`src/rtl/pipe_skid_reg.sv`:
```
// -----------------------------------------------------------------------------
// pipe_skid_reg
//
// Purpose:
//   A two-entry pipeline register with a skid buffer. The main entry drives
//   data_o/valid_o. The skid entry catches the one item that can arrive in the
//   cycle after downstream stops accepting. ready_o comes only from the skid
//   valid flop, so upstream sees no combinational path from ready_i, stall_i
//   or flush_i.
//   stall_i freezes the whole stage and takes priority over flush_i. flush_i
//   discards both entries and the incoming item, and leaves a NOP bubble
//   (FLUSH_DATA) on data_o.
//
// Optional feature:
//   PIPE_SKID_REG_STATS_EN -- when defined, builds saturating stall and flush
//   counters. When undefined, stall_cnt_o and flush_cnt_o are tied to zero.
//
// Ports:
//   clk_i        in   1       clock, posedge
//   rst_i        in   1       asynchronous active-high reset
//   valid_i      in   1       upstream item present
//   data_i       in   DATA_W  upstream payload
//   ready_o      out  1       stage can accept an item this cycle
//   valid_o      out  1       downstream item present
//   data_o       out  DATA_W  downstream payload
//   ready_i      in   1       downstream accepts this cycle
//   stall_i      in   1       hazard hold, freezes the stage
//   flush_i      in   1       discard held and incoming items
//   stall_cnt_o  out  CNT_W   cycles with a blocked output item
//   flush_cnt_o  out  CNT_W   effective flushes
// -----------------------------------------------------------------------------
module pipe_skid_reg #(
    parameter int                DATA_W     = 64,
    parameter logic [DATA_W-1:0] FLUSH_DATA = {DATA_W{1'b1}},
    parameter int                CNT_W      = 16
) (
    input  logic              clk_i,
    input  logic              rst_i,
    input  logic              valid_i,
    input  logic [DATA_W-1:0] data_i,
    output logic              ready_o,
    output logic              valid_o,
    output logic [DATA_W-1:0] data_o,
    input  logic              ready_i,
    input  logic              stall_i,
    input  logic              flush_i,
    output logic [CNT_W-1:0]  stall_cnt_o,
    output logic [CNT_W-1:0]  flush_cnt_o
);

    typedef enum logic [1:0] {
        ST_EMPTY = 2'd0,
        ST_ONE   = 2'd1,
        ST_FULL  = 2'd2
    } state_t;

    state_t            r_state;
    state_t            w_state_nxt;

    logic [DATA_W-1:0] r_main_data;
    logic              r_main_vld;
    logic [DATA_W-1:0] r_skid_data;
    logic              r_skid_vld;

    logic [DATA_W-1:0] w_main_data_nxt;
    logic              w_main_vld_nxt;
    logic [DATA_W-1:0] w_skid_data_nxt;
    logic              w_skid_vld_nxt;

    logic              w_accept;
    logic              w_drain;
    logic              w_flush;

    // Handshake qualifiers. Stall gates all three, which gives stall its
    // priority over flush without a separate branch in the FSM.
    assign w_accept = valid_i & ~r_skid_vld & ~stall_i & ~flush_i;
    assign w_drain  = r_main_vld & ready_i & ~stall_i;
    assign w_flush  = flush_i & ~stall_i;

    assign ready_o  = ~r_skid_vld;
    assign valid_o  = r_main_vld;
    assign data_o   = r_main_data;

    // State and datapath registers
    always_ff @(posedge clk_i or posedge rst_i) begin
        if (rst_i) begin
            r_state     <= ST_EMPTY;
            r_main_data <= '0;
            r_main_vld  <= 1'b0;
            r_skid_data <= '0;
            r_skid_vld  <= 1'b0;
        end else begin
            r_state     <= w_state_nxt;
            r_main_data <= w_main_data_nxt;
            r_main_vld  <= w_main_vld_nxt;
            r_skid_data <= w_skid_data_nxt;
            r_skid_vld  <= w_skid_vld_nxt;
        end
    end

    // Next-state and datapath next values
    always_comb begin
        w_state_nxt     = r_state;
        w_main_data_nxt = r_main_data;
        w_main_vld_nxt  = r_main_vld;
        w_skid_data_nxt = r_skid_data;
        w_skid_vld_nxt  = r_skid_vld;

        if (w_flush) begin
            w_state_nxt     = ST_EMPTY;
            w_main_vld_nxt  = 1'b0;
            w_main_data_nxt = FLUSH_DATA;
            w_skid_vld_nxt  = 1'b0;
        end else begin
            unique case (r_state)
                ST_EMPTY: begin
                    if (w_accept) begin
                        w_main_data_nxt = data_i;
                        w_main_vld_nxt  = 1'b1;
                        w_state_nxt     = ST_ONE;
                    end
                end
                ST_ONE: begin
                    if (w_accept && w_drain) begin
                        // Pass-through: the new item replaces the leaving one.
                        w_main_data_nxt = data_i;
                    end else if (w_accept) begin
                        // Output is blocked, so park the new item in the skid entry.
                        w_skid_data_nxt = data_i;
                        w_skid_vld_nxt  = 1'b1;
                        w_state_nxt     = ST_FULL;
                    end else if (w_drain) begin
                        // data_o keeps its last value, and only valid drops.
                        w_main_vld_nxt  = 1'b0;
                        w_state_nxt     = ST_EMPTY;
                    end
                end
                ST_FULL: begin
                    // ready_o is low here, so no accept can happen.
                    if (w_drain) begin
                        w_main_data_nxt = r_skid_data;
                        w_skid_vld_nxt  = 1'b0;
                        w_state_nxt     = ST_ONE;
                    end
                end
                default: begin
                    w_state_nxt     = ST_EMPTY;
                    w_main_vld_nxt  = 1'b0;
                    w_skid_vld_nxt  = 1'b0;
                end
            endcase
        end
    end

`ifdef PIPE_SKID_REG_STATS_EN
    logic [CNT_W-1:0] r_stall_cnt;
    logic [CNT_W-1:0] r_flush_cnt;
    logic             w_stall_evt;

    // The output holds an item that cannot leave this cycle.
    assign w_stall_evt = r_main_vld & (~ready_i | stall_i);

    always_ff @(posedge clk_i or posedge rst_i) begin
        if (rst_i) begin
            r_stall_cnt <= '0;
            r_flush_cnt <= '0;
        end else begin
            if (w_stall_evt && (r_stall_cnt != {CNT_W{1'b1}}))
                r_stall_cnt <= r_stall_cnt + 1'b1;
            if (w_flush && (r_flush_cnt != {CNT_W{1'b1}}))
                r_flush_cnt <= r_flush_cnt + 1'b1;
        end
    end

    assign stall_cnt_o = r_stall_cnt;
    assign flush_cnt_o = r_flush_cnt;
`else
    assign stall_cnt_o = '0;
    assign flush_cnt_o = '0;
`endif

endmodule

```
`config.mk`:
```
export PLATFORM = sky130hd
export DESIGN_NAME = pipe_skid_reg
export DESIGN_NICKNAME = d
export VERILOG_FILES = /design/src/rtl/pipe_skid_reg.sv
export SDC_FILE = /design/constraint.sdc
export NUM_CORES = 1
export LEC_CHECK = 0
export CORE_AREA = 2 2 116 118
export DETAILED_ROUTE_END_ITERATION = 6
export DIE_AREA = 0 0 118 120
export PLACE_DENSITY_LB_ADDON = 0.25
export SYNTH_ARGS = -nofsm -noshare
export SYNTH_HDL_FRONTEND = slang
export SYNTH_SLANG_ARGS = --single-unit
```
`constraint.sdc`:
```
create_clock -name clk_i -period 6 [get_ports clk_i]
set_input_delay 0.9 -clock clk_i [delete_from_list [all_inputs] [get_ports clk_i]]
set_output_delay 0.9 -clock clk_i [all_outputs]
set_load 0.01 [all_outputs]
```
==> impl_metrics.py <==
metrics = {
    "logic_synthesis": {
        "synth_seq_cells": 132,
        "synth_ff_type": "dfrtp_1",
        "synth_edf_count": 0,
        "yosysUniqueCellTypes": 31,
        "synth-simple-area-share_pct": 14.7,
        "yosysMostFrequentCell": "dfrtp_1",
        "synth-compound-area-share_pct": 1.39,
        "syn_avg_cell_area_um2": 11.2,
        "synthArstFlopShare_pct": 100,
        "syn_area_um2": 6200,
        "synth_seq_area_share_pct": 53.2,
        "yosysWarnings": 0,
        "netlist_instances": 556,
        "synth_xor_area_share_pct": 0,
        "yosys.area.top_type": "dfrtp_1",
        "synth_area_leaders": "dfrtp_1, mux2_2, nand2_1",
        "yosysTopAreaCellShare_pct": 53.2,
        "synth_top_family_by_area": "multiplexers",
        "ys_top_cells_by_count": "dfrtp_1, nand2_1, mux2_2",
        "synthAdderAreaFrac_pct": 0.161,
        "muxShareOfSynthArea_pct": 23.4,
    },
    "sta": {
        "grt_setup_unrepaired": "false",
        "period_needed_ps": 3180,
        "fmax_mhz": 314,
        "slew_violations": 0,
        "finalHoldViolations": 0,
        "finalSetupViolCount": 0,
        "finalCritPeriodShare_pct": 53.0,
        "clock_skew_ps": 6.87,
        "tightestPinTransition_ps": 838,
        "tns_ps": 0,
        "relSlewSlack_pct": 44.2,
    },
    "global_route": {
        "grtUsageMet3_pct": 5.89,
        "grt.overflow.total": 0,
        "grt_pass1_vias": 4501,
        "antenna_found_initial": 0,
        "grt_max_degree": 80,
        "grt_use_met1_pct": 24.6,
        "gr-usage-met2_pct": 33.7,
        "grt_pass1_wl_mm": 22.4,
        "top_usage_layer": "met2",
        "grtUsageTotal_pct": 20.1,
    },
    "worst_hold_path": {
        "hold_path_class": "reg -> reg",
        "hold_start": "data_o[18]",
    },
    "place": {
        "place_inst": 837,
        "port_buffers": 135,
        "postPlaceCellArea_um2": 7540,
        "place.detailed.hpwl_mm": 8.58,
        "gp_congestion": 0.870,
    },
    "power_and_ir_drop": {
        "peakVddDrop_v": 0.000222,
        "p_leak_nw": 3.51,
        "power.density_nw_per_um2": 415,
        "power_mw": 3.33,
    },
    "floorplan": {
        "dieWidth_um": 118,
        "start_util_pct": 47.8,
        "die_y_um": 120,
        "die_area_um2": 14200,
        "row_count": 42,
        "pin_count": 168,
        "core_um2": 13000,
    },
    "route": {
        "wl_per_cell_um": 15.5,
        "via_per_inst": 5.11,
        "drt-initial-drc-count": 228,
        "wl_mm": 13.4,
        "drtAntennaViolNets": 0,
        "vias": 4405,
        "drc_errors": 0,
        "drt_pass1_iterations": 4,
    },
    "setup_path": {
        "cp_max_fo": 64,
        "crit_required_ps": 6290,
        "start_kind": "input pin",
        "r2r-start": "r_state[1]",
        "crit_type": "in -> reg",
        "critPathLaunch": "valid_i",
        "arrival_ps": 3470,
        "end_kind": "flop",
    },
    "final_layout": {
        "syn_to_final_growth_pct": 29.3,
        "utilization_pct": 61.8,
        "layout-drive-gt1-share_pct": 22.4,
        "final_nets": 750,
        "layout.cells.non_filler": 862,
        "design_area_um2": 8020,
        "num_antenna_cells": 0,
        "nFillCells": 1042,
    },
    "cts": {
        "ctsHoldBuffers": 0,
        "cts_setup_buffers": 0,
        "cts_tree": "built",
        "clkLatencyLatePin_ps": 410,
        "htree_levels": 4,
        "numCtsBuffers": 17,
        "cts_root_buf": "clkbuf_16",
        "post_cts.resized_instances": 0,
        "cts_sinks": 132,
        "path_clk_slew_ps": 50,
        "clock_path_buffers": 2,
    },
    "status": {
        "outcome": "completed",
    },
    "flow_run": {
        "cap_viol_max_count": 0,
    },
}
worst paths after layout:
path                                   endpoint  slack (ps)  cells after the start
worst max-delay path             r_skid_data[6]        2820                      6
max in group asynchronous       r_skid_data[20]        3810                      3
min in group asynchronous            data_o[53]         990                      2
worst min-delay path                 data_o[18]         480                      1
worst min register to register       data_o[18]         480                      1
worst max register to register   r_skid_data[6]        3310                      5
cell usage in the layout (no fill, tap or decap), drive strengths merged, types with 2 or more instances in the layout:
cell / n
conb: 32
o21ai: 4
nand2b: 4
buf: 7
dfrtp: 132
clkdlybuf4s50: 135
nand3: 64
inv: 3
nor3: 4
a21oi: 2
clkbuf: 24
nand2: 131
mux2: 128
nor2: 2
state kept, by name, indices dropped and copies added, names as in the netlist:
signal / count
valid_o: 1
r_skid_vld: 1
r_skid_data: 64
r_state: 2
data_o: 64
where the power goes:
part,internal [mW],switching (mW)
Combinational,0.629,0.394
Sequential,1.24,0.198
Clock,0.531,0.333
metrics by stage:
step,hold slack [ps],setup slack (ps)
after floorplan,458,1570
after global placement,467,2480
after detailed placement,474,2400
after CTS,485,2830
after global routing,508,2740
final,483,2820
metal layers:
metal | part of all wire, % | vias to the layer above | wire (um)
met2 | 50 | 139 | 6680
met3 | 5.5 | 10 | 736
met1 | 44 | 2195 | 5820
li1 | - | 2061 | -
met5 | 0 | - | 0
met4 | 1.0 | 0 | 135
layout make-up:
cell class | instances | area [um^2] | area share (%)
Tap cell | 176 | 220 | 2.75
Multi-Input combinational cell | 384 | 2600 | 32.4
Sequential cell | 132 | 3300 | 41.2
Timing Repair Buffer | 142 | 1400 | 17.5
Clock inverter | 1 | 5.00 | 0.0624
Clock buffer | 24 | 472 | 5.88
Inverter | 3 | 16.3 | 0.203
critical path: stages:
cell and delay, ps:
clkdlybuf4s50_1 510, or3b_1 450, or2_1 300, nor3_4 170
buf_4 690, mux2_2 420
kinds of logic after synthesis:
kind of cell,count (synthesis)
adders and majority gates,1
DFF,132
buffers and inverters,71
muxes,129
AOI/OAI and AO/OA,12
other,1
and+or+nand+nor,210
No activity file was read; power rests on OpenSTA's default activity.
